`config.mk`:
```
export PLATFORM = sky130hd
export DESIGN_NAME = riot_timer_io_flat
export DESIGN_NICKNAME = d
export VERILOG_FILES = /design/src/rtl/riot_timer_io_if.sv /design/src/rtl/riot_timer_io.sv /design/src/flat_wrapper.sv
export SDC_FILE = /design/constraint.sdc
export NUM_CORES = 1
export LEC_CHECK = 0
export CAP_MARGIN = 20
export CELL_PAD_IN_SITES_DETAIL_PLACEMENT = 0
export CELL_PAD_IN_SITES_GLOBAL_PLACEMENT = 1
export CORE_MARGIN = 3
export CORE_UTILIZATION = 36
export DETAILED_ROUTE_END_ITERATION = 8
export PLACE_DENSITY = 0.82
export SETUP_SLACK_MARGIN = 0.4
export SLEW_MARGIN = 20
export SYNTH_ARGS = -nofsm -noshare
export SYNTH_HDL_FRONTEND = slang
export SYNTH_SLANG_ARGS = --single-unit
```
`constraint.sdc`:
```
create_clock -name clk_i -period 2 [get_ports clk_i]
set_input_delay 0.4 -clock clk_i [delete_from_list [all_inputs] [get_ports clk_i]]
set_output_delay 0.4 -clock clk_i [all_outputs]
set_load 0.03 [all_outputs]
```
`src/rtl/riot_timer_io_if.sv`:
```
// CPU-side register bus of the RIOT block: one strobe per access, registered read data.
interface riot_timer_io_if;
    logic       stb_i;
    logic       we_i;
    logic [6:0] adr_i;
    logic [7:0] dat_i;
    logic [7:0] dat_o;

    modport master (output stb_i, we_i, adr_i, dat_i, input dat_o);
    modport slave  (input stb_i, we_i, adr_i, dat_i, output dat_o);
endinterface

```
`src/rtl/riot_timer_io.sv`:
```
// 6532-style RIOT: up to two I/O ports with direction registers, prescaled
// interval timer with underflow flag, and an edge-detect flag on port 0 MSB.
module riot_timer_io #(
    parameter int NUM_PORTS    = 2,
    parameter int PORT_W       = 8,
    parameter int TIMER_W      = 8,
    parameter int CLK_PER_TICK = 24
) (
    input  logic                        clk_i,
    input  logic                        rst_ni,
    riot_timer_io_if.slave              bus,
    input  logic [NUM_PORTS*PORT_W-1:0] port_i,
    output logic [NUM_PORTS*PORT_W-1:0] port_o,
    output logic [NUM_PORTS*PORT_W-1:0] port_oe,
    output logic                        irq_o
);
    localparam int TICK_W = (CLK_PER_TICK > 1) ? $clog2(CLK_PER_TICK) : 1;
    localparam logic [TICK_W-1:0] TICK_LAST = TICK_W'(CLK_PER_TICK - 1);

    logic rd_en;
    logic wr_en;
    logic adr_port;
    logic adr_edge;
    logic adr_timer;

    assign rd_en     = bus.stb_i & ~bus.we_i;
    assign wr_en     = bus.stb_i &  bus.we_i;
    assign adr_port  = (bus.adr_i[6:2] == 5'b00000);
    assign adr_edge  = (bus.adr_i[6:2] == 5'b00001);
    assign adr_timer = (bus.adr_i[6:4] == 3'b001) && bus.adr_i[2];

    // Per-port read views, padded to two entries so the read mux never
    // indexes past the configured port count.
    logic [7:0] pin_rd [2];
    logic [7:0] ddr_rd [2];

    for (genvar gi = 0; gi < 2; gi++) begin : g_port
        if (gi < NUM_PORTS) begin : g_used
            logic [PORT_W-1:0] out_q;
            logic [PORT_W-1:0] ddr_q;
            logic [PORT_W-1:0] pin;

            assign pin = port_i[gi*PORT_W +: PORT_W];

            always_ff @(posedge clk_i or negedge rst_ni) begin
                if (!rst_ni) begin
                    out_q <= '0;
                    ddr_q <= '0;
                end else if (wr_en && adr_port) begin
                    if (bus.adr_i[1:0] == 2'(2*gi)) begin
                        out_q <= bus.dat_i[PORT_W-1:0];
                    end
                    if (bus.adr_i[1:0] == 2'(2*gi+1)) begin
                        ddr_q <= bus.dat_i[PORT_W-1:0];
                    end
                end
            end

            assign pin_rd[gi] = 8'((out_q & ddr_q) | (pin & ~ddr_q));
            assign ddr_rd[gi] = 8'(ddr_q);
            assign port_o [gi*PORT_W +: PORT_W] = out_q;
            assign port_oe[gi*PORT_W +: PORT_W] = ddr_q;
        end else begin : g_unused
            assign pin_rd[gi] = '0;
            assign ddr_rd[gi] = '0;
        end
    end

    logic [TICK_W-1:0]  tick_cnt_q, tick_cnt_d;
    logic [9:0]         presc_q, presc_d;
    logic [1:0]         ival_q, ival_d;
    logic [TIMER_W-1:0] intim_q, intim_d;
    logic               tim_flag_q, tim_flag_d;
    logic               tim_ie_q, tim_ie_d;
    logic               edg_flag_q, edg_flag_d;
    logic               edg_ie_q, edg_ie_d;
    logic               edg_rise_q, edg_rise_d;
    logic               sync1_q, sync2_q, prev_q;
    logic [7:0]         dat_q;
    logic [7:0]         rd_data;
    logic [9:0]         presc_last;
    logic               tick;
    logic               dec;
    logic               underflow;
    logic               edge_hit;
    logic               rd_intim;
    logic               rd_flags;

    // ival_q encodes the interval: 0=1, 1=8, 2=64, 3=1024 ticks per decrement.
    always_comb begin
        presc_last = 10'd0;
        case (ival_q)
            2'd0: presc_last = 10'd0;
            2'd1: presc_last = 10'd7;
            2'd2: presc_last = 10'd63;
            2'd3: presc_last = 10'd1023;
            default: presc_last = 10'd0;
        endcase
    end

    assign tick      = (tick_cnt_q == TICK_LAST);
    assign dec       = tick && (presc_q == presc_last);
    assign underflow = dec && (intim_q == '0);
    assign edge_hit  = edg_rise_q ? (sync2_q & ~prev_q) : (~sync2_q & prev_q);
    assign rd_intim  = rd_en && adr_edge && !bus.adr_i[0];
    assign rd_flags  = rd_en && adr_edge &&  bus.adr_i[0];

    // Read data is taken from pre-update state, so a flag set in the same
    // cycle as its read shows up only on the following read.
    always_comb begin
        rd_data = '0;
        if (adr_port) begin
            rd_data = bus.adr_i[0] ? ddr_rd[bus.adr_i[1]] : pin_rd[bus.adr_i[1]];
        end else if (adr_edge) begin
            rd_data = bus.adr_i[0] ? {tim_flag_q, edg_flag_q, 6'b0} : 8'(intim_q);
        end
    end

    always_comb begin
        tick_cnt_d = tick ? '0 : tick_cnt_q + TICK_W'(1);
        presc_d    = presc_q;
        intim_d    = intim_q;
        ival_d     = ival_q;
        tim_flag_d = tim_flag_q;
        tim_ie_d   = tim_ie_q;
        edg_ie_d   = edg_ie_q;
        edg_rise_d = edg_rise_q;
        edg_flag_d = edg_flag_q;

        if (tick) begin
            presc_d = (presc_q == presc_last) ? 10'd0 : presc_q + 10'd1;
        end
        if (dec) begin
            intim_d = intim_q - TIMER_W'(1);
        end
        if (underflow) begin
            tim_flag_d = 1'b1;
            ival_d     = 2'd0;
        end else if (rd_intim) begin
            tim_flag_d = 1'b0;
        end

        // A load restarts the whole countdown and overrides any decrement above.
        if (wr_en && adr_timer) begin
            intim_d    = bus.dat_i[TIMER_W-1:0];
            presc_d    = '0;
            tick_cnt_d = '0;
            tim_flag_d = 1'b0;
            ival_d     = bus.adr_i[1:0];
            tim_ie_d   = bus.adr_i[3];
        end

        if (wr_en && adr_edge) begin
            edg_rise_d = bus.adr_i[0];
            edg_ie_d   = bus.adr_i[1];
        end

        if (edge_hit) begin
            edg_flag_d = 1'b1;
        end else if (rd_flags) begin
            edg_flag_d = 1'b0;
        end
    end

    always_ff @(posedge clk_i or negedge rst_ni) begin
        if (!rst_ni) begin
            tick_cnt_q <= '0;
            presc_q    <= '0;
            intim_q    <= '0;
            ival_q     <= 2'd3;
            tim_flag_q <= 1'b0;
            tim_ie_q   <= 1'b0;
            edg_flag_q <= 1'b0;
            edg_ie_q   <= 1'b0;
            edg_rise_q <= 1'b0;
            sync1_q    <= 1'b0;
            sync2_q    <= 1'b0;
            prev_q     <= 1'b0;
            dat_q      <= '0;
        end else begin
            tick_cnt_q <= tick_cnt_d;
            presc_q    <= presc_d;
            intim_q    <= intim_d;
            ival_q     <= ival_d;
            tim_flag_q <= tim_flag_d;
            tim_ie_q   <= tim_ie_d;
            edg_flag_q <= edg_flag_d;
            edg_ie_q   <= edg_ie_d;
            edg_rise_q <= edg_rise_d;
            sync1_q    <= port_i[PORT_W-1];
            sync2_q    <= sync1_q;
            prev_q     <= sync2_q;
            if (rd_en) begin
                dat_q <= rd_data;
            end
        end
    end

    assign bus.dat_o = dat_q;
    assign irq_o     = (tim_flag_q & tim_ie_q) | (edg_flag_q & edg_ie_q);

endmodule

```
`src/flat_wrapper.sv`:
```
// flat-port wrapper written by rule: the top's interface ports become plain ports
module riot_timer_io_flat 
#(
    parameter int NUM_PORTS    = 2,
    parameter int PORT_W       = 8,
    parameter int TIMER_W      = 8,
    parameter int CLK_PER_TICK = 24
)
  (clk_i, rst_ni, port_i, port_o, port_oe, irq_o, bus_stb_i, bus_we_i, bus_adr_i, bus_dat_i, bus_dat_o);
  riot_timer_io_if bus_i ();
  input  logic clk_i;
  input  logic rst_ni;
  input  logic [NUM_PORTS*PORT_W-1:0] port_i;
  output logic [NUM_PORTS*PORT_W-1:0] port_o;
  output logic [NUM_PORTS*PORT_W-1:0] port_oe;
  output logic irq_o;
  input wire logic [$bits(bus_i.stb_i)-1:0] bus_stb_i;
  input wire logic [$bits(bus_i.we_i)-1:0] bus_we_i;
  input wire logic [$bits(bus_i.adr_i)-1:0] bus_adr_i;
  input wire logic [$bits(bus_i.dat_i)-1:0] bus_dat_i;
  output wire logic [$bits(bus_i.dat_o)-1:0] bus_dat_o;
  assign bus_i.stb_i = bus_stb_i;
  assign bus_i.we_i = bus_we_i;
  assign bus_i.adr_i = bus_adr_i;
  assign bus_i.dat_i = bus_dat_i;
  assign bus_dat_o = bus_i.dat_o;
  riot_timer_io #(.NUM_PORTS(NUM_PORTS), .PORT_W(PORT_W), .TIMER_W(TIMER_W), .CLK_PER_TICK(CLK_PER_TICK)) u_core (.clk_i(clk_i), .rst_ni(rst_ni), .bus(bus_i), .port_i(port_i), .port_o(port_o), .port_oe(port_oe), .irq_o(irq_o));
endmodule
```
After elaboration in Yosys (flattened, before gate mapping)
Index checks and enable logic that the tools add are counted.
{"block": "classes", "addsub": 3, "magnitude_cmp": 1, "eq_ne": 10, "mux": 26, "bitwise": 19, "reduce_logical": 23}
{"cell": "8-bit 2-to-1 mux", "n": 12}
{"cell": "10-bit one-hot mux with 4 select lines", "n": 1}
{"cell": "8-bit AND", "n": 4}
{"cell": "10-bit 2-to-1 mux", "n": 3}
{"cell": "8-bit NOT", "n": 2}
{"cell": "8-bit bitwise OR", "n": 2}
{"cell": "10-bit by 1-bit adder with 10-bit output, second input constant", "n": 1}
{"cell": "10-bit equality test", "n": 1}
{"cell": "5-bit 2-to-1 mux", "n": 2}
{"cell": "1-bit logical AND", "n": 9}
{"cell": "2-bit equality test, second input constant", "n": 4}
{"cell": "8-bit logical NOT", "n": 1}
{"cell": "2-bit AND reduction", "n": 4}
{"cell": "2-bit nonzero test", "n": 4}
{"cell": "8-bit by 1-bit subtractor with 8-bit output, second input constant", "n": 1}
{"cell": "1-bit AND", "n": 6}
{"cell": "1-bit 2-to-1 mux", "n": 6}
{"cell": "5-bit by 1-bit adder with 5-bit output, second input constant", "n": 1}
{"cell": "5-bit by 1-bit equality test with 1-bit output, second input constant", "n": 1}
{"cell": "5-bit equality test, second input constant", "n": 1}
{"cell": "5-bit logical NOT", "n": 1}
{"cell": "2-bit by 1-bit equality test with 1-bit output, second input constant", "n": 2}
{"cell": "2-bit logical NOT", "n": 2}
{"cell": "2-bit 2-to-1 mux", "n": 2}
{"cell": "7 further kinds", "n": 9}
{"block": "totals", "register_bits": 73, "output_inout_bits": 41, "word_cells": 99}

Depth between registers and ports, before layout
{"block": "logic_depth", "depth_word": 8, "mapped_depth": 8, "depth_no_buf": 6}

Worst setup path after synthesis
No wires, ideal clock.
{"block": "synth_timing", "path_kind": "register to register", "from": "register u_core.ival_q[0]", "to": "register u_core.intim_q[7]", "setup_ns": 0.082, "arrival_time_ns": 1.967, "slack_ns": -0.049, "stages_incl_launch_ff": 6, "n_path_buf": 0, "synth_period_minus_slack_ns": 2.049, "path_cell_list": "dfstp_2 or3b_2 a21oi_1 o221ai_2 or4_1 a31oi_1"}
{"block": "synth_via", "elab_chain_len": 5, "elab_cells_between_ends": 8}
{"element": "start, declared", "line_no": "riot_timer_io.sv:71", "text": "logic [1:0] ival_q, ival_d;"}
{"element": "start signal, assigned", "line_no": "riot_timer_io.sv:184", "text": "ival_q <= ival_d;"}
{"element": "2-bit equality test, or another cell as far along", "line_no": "riot_timer_io.sv:92", "text": "case (ival_q)"}
{"element": "10-bit one-hot mux with 4 select lines (*)", "line_no": "riot_timer_io.sv:92"}
{"element": "10-bit equality test (*)", "line_no": "riot_timer_io.sv:102", "text": "assign dec = tick && (presc_q == presc_last);"}
{"element": "1-bit logical AND (*)", "line_no": "riot_timer_io.sv:102"}
{"element": "2-bit nonzero test (no source line) (*)"}
{"element": "end signal, assigned", "line_no": "riot_timer_io.sv:183", "text": "intim_q <= intim_d;"}
{"element": "end, declared", "line_no": "riot_timer_io.sv:72", "text": "logic [TIMER_W-1:0] intim_q, intim_d;"}
Mark *: on every way between the ends. The rest lies on a longest branch, timed or not.
A chain may end at the register's enable or synchronous reset.

Worst setup path after layout
{"block": "layout_timing", "from": "register u_core.ival_q[0]", "to": "register u_core.intim_q[3]"}
The elaborated chain is that of the path after synthesis.

==> reports/qor.yml <==
avgSynthCellArea_um2: 10.2
ant_nets: 0
finalSetupViolCount: 7
worstMarginPinSlew_ns: 0.437
clock-sinks: 73
violations: "setup timing"
synth_area_leader_cell: "dfrtp_1"
postPlaceCellArea_um2: 5110
via_per_inst: 5.25
wl_per_cell_um: 16.4
synth.top_cell.area_share_pct: 47.3
end_kind: "register"
vias: 3333
rr_worst_depth: 6
skew_ns: 0.0128
leakage_nw: 2.50
io_pins: 76
synth-edff-count: 0
final_layout_size_suffix_gt1_share_pct: 32.1
hold_viol: 0
fmax_mhz: 488
maxSlewViolCount: 0
synth_area_leaders: "dfrtp_1 (47%), mux2_2 (11%), nor2_1 (3.9%), nand2_1 (3.3%), a21oi_1 (2.8%)"
htree_num_levels: 3
relSlewSlack_pct: 70.9
peakVddDrop_mv: 0.335
final_area_um2: 5520
antenna_found_initial: 0
placedCellCount: 606
ys_seq_elements: 73
fin_crit_ns: 2.05
path_max_fanout: 7
grt_pass1_vias: 3387
synth_warnings: 0
grt_overflow: 0
rsz0062_at_grt: "yes"
clock_path_buffers: 2
detail_route.iter0.violations: 182
drc: 0
ys.flop_type: "dfrtp_1"
final_cells: 635
tritoncts: "done"
die-area_um2: 11700
fin_ws_ns: -0.0483
io_buffers: 75
wl_mm: 10.4
place.gp.congestion: 0.831
critPathKind: "reg2reg"
worst_ep_arrival_time_ns: 2.32
start_kind: "register"
met3WireLength_um: 366
yosys.cell_types.count: 47
wl_met1_mm: 4.75
outcome: "complete, but fails checks"
root_buffer: "clkbuf_8"
hpwl_mm: 7.28
period_share_pct: 102
highest_layer: "met4"
die_width_um: 108
grt_max_degree: 74
drtPass1Iterations: 5
grt_first_pass_wirelength_mm: 16.8
start_util_pct: 37.7
num-nets-final: 536
worstHoldPathType: "in2async"
die_height_um: 108
area_growth_pct: 47.0
async_flop_share_pct: 100
numCtsBuffers: 9
wl_met2_mm: 5.18
clk_latency_ns: 0.36
netlist_area_um2: 3760
grt_usage_pct: 18.1
ys_seq_area_share_pct: 48.7
required_ns: 2.27
power_density_nw_per_um2: 749
clkTransAtPathRegs_ns: 0.08
placeableCoreArea_um2: 9950
netlist_instances: 370
synthesis.nets: 409
drv_cap: 0
rows: 36
place_ws_ns: -0.153
diodes: 0
-- power breakdown --
group          leakage [nW]  switching (mW)  internal, mW
Combinational          1.47           0.615         0.638
Sequential            0.943           0.159          1.66
Clock                0.0822           0.603         0.458
Total                  2.50            1.38          2.76
-- cell type report --
type	count	area (µm²)
clock inverter	7	53.8
sequential	73	1830
timing repair buffer	134	1260
inverter	4	15.0
multi-input combinational	275	2080
clock buffer	9	124
tap	133	166
fill	850	4430
-- synth_stat cells, drive strengths merged, types with 6 or more instances --
master and number:
dfrtp 71, nor2 39, mux2 36, nand2 33, a21oi 21, o21ai 21
clkbuf 15, nor3b 11, nand2b 9, or3 9, nor2b 8, o211ai 8
a31oi 7, nand3 7, xor2 7, a221oi 6, or4 6
-- cell usage in the layout, fill, tap and decap left out, types with 8 or more instances in the layout --
master / netlist / routed
dfrtp_1: 71 / 71
buf_4: 0 / 43
nor2_1: 39 / 35
nand2_1: 33 / 32
mux2_2: 36 / 27
dlygate4sd2_1: 0 / 25
clkdlybuf4s50_1: 0 / 24
a21oi_1: 21 / 19
o21ai_0: 20 / 15
clkdlybuf4s15_1: 0 / 10
mux2_4: 0 / 9
nand2b_1: 9 / 9
clkbuf_8: 0 / 9
buf_6: 0 / 9
o211ai_1: 8 / 8
nor2b_1: 8 / 8
nor3b_1: 10 / 8
-- kinds of logic after synthesis --
| family | Yosys count | synth area share, % |
|---|---|---|
| xor+xnor | 11 | 2.56 |
| flops | 73 | 48.7 |
| compound gates | 81 | 14.0 |
| simple gates | 143 | 20.4 |
| mux | 36 | 10.8 |
| fa+ha+maj | 4 | 1.33 |
| buf+inv | 22 | 2.23 |
-- critical path: stages, from the launching register on --
cell      delay [ns]
dfstp_2         0.57
or3b_4          0.40
a21oi_4         0.18
o221ai_4        0.17
buf_4           0.18
or3_1           0.31
a31oi_1         0.16
-- worst paths after layout --
kind | end | slack [ns] | startpoint
worst max-delay path | u_core.intim_q[3] | -0.05 | u_core.ival_q[0]
worst min-delay path | u_core.presc_q[1] | 0.05 | rst_ni
worst max register to register | u_core.intim_q[3] | -0.05 | u_core.ival_q[0]
worst min register to register | u_core.sync2_q | 0.37 | u_core.sync1_q
max in group asynchronous | u_core.ival_q[0] | 1.58 | rst_ni
min in group clk_i | u_core.sync2_q | 0.37 | u_core.sync1_q
-- metrics by stage --
stage          hold WS [ns]  setup TNS, ns  power (mW)  utilization, %
5_1_grt              0.0943          -1.23        4.39            55.5
2_1_floorplan         0.104              0        2.41               -
3_5_place_dp          0.342          -4.27        2.92            51.4
6_report             0.0535         -0.232        4.13            55.5
3_3_place_gp          0.346          -3.53        2.87            51.4
4_1_cts              0.0728        -0.0909        4.08            53.9
-- what timing repair did --
action,in CTS,in global routing
hold buffers,0,0
setup buffers,8,4
resized for setup,82,48
gates cloned,0,1
setup endpoints to repair,98,70
pin swaps,16,25
-- state kept, by name, indices dropped and copies added, names as in the netlist --
signal	count
u_core.intim_q	8
u_core.ival_q	2
u_core.edg_flag_q	1
u_core.tim_flag_q	1
u_core.bus.dat_o	8
u_core.sync1_q	1
u_core.sync2_q	1
u_core.presc_q	10
u_core.tim_ie_q	1
u_core.g_port.g_used.out_q	16
u_core.tick_cnt_q	5
u_core.edg_rise_q	1
u_core.edg_ie_q	1
u_core.prev_q	1
u_core.g_port.g_used.ddr_q	16
-- per-layer routing --
layer,vias up,GRT usage (%)
li1,1605,-
met1,1660,24.1
met2,59,29.5
met3,9,3.76
met4,0,5.68
met5,-,0
(Power assumes the default switching activity.)
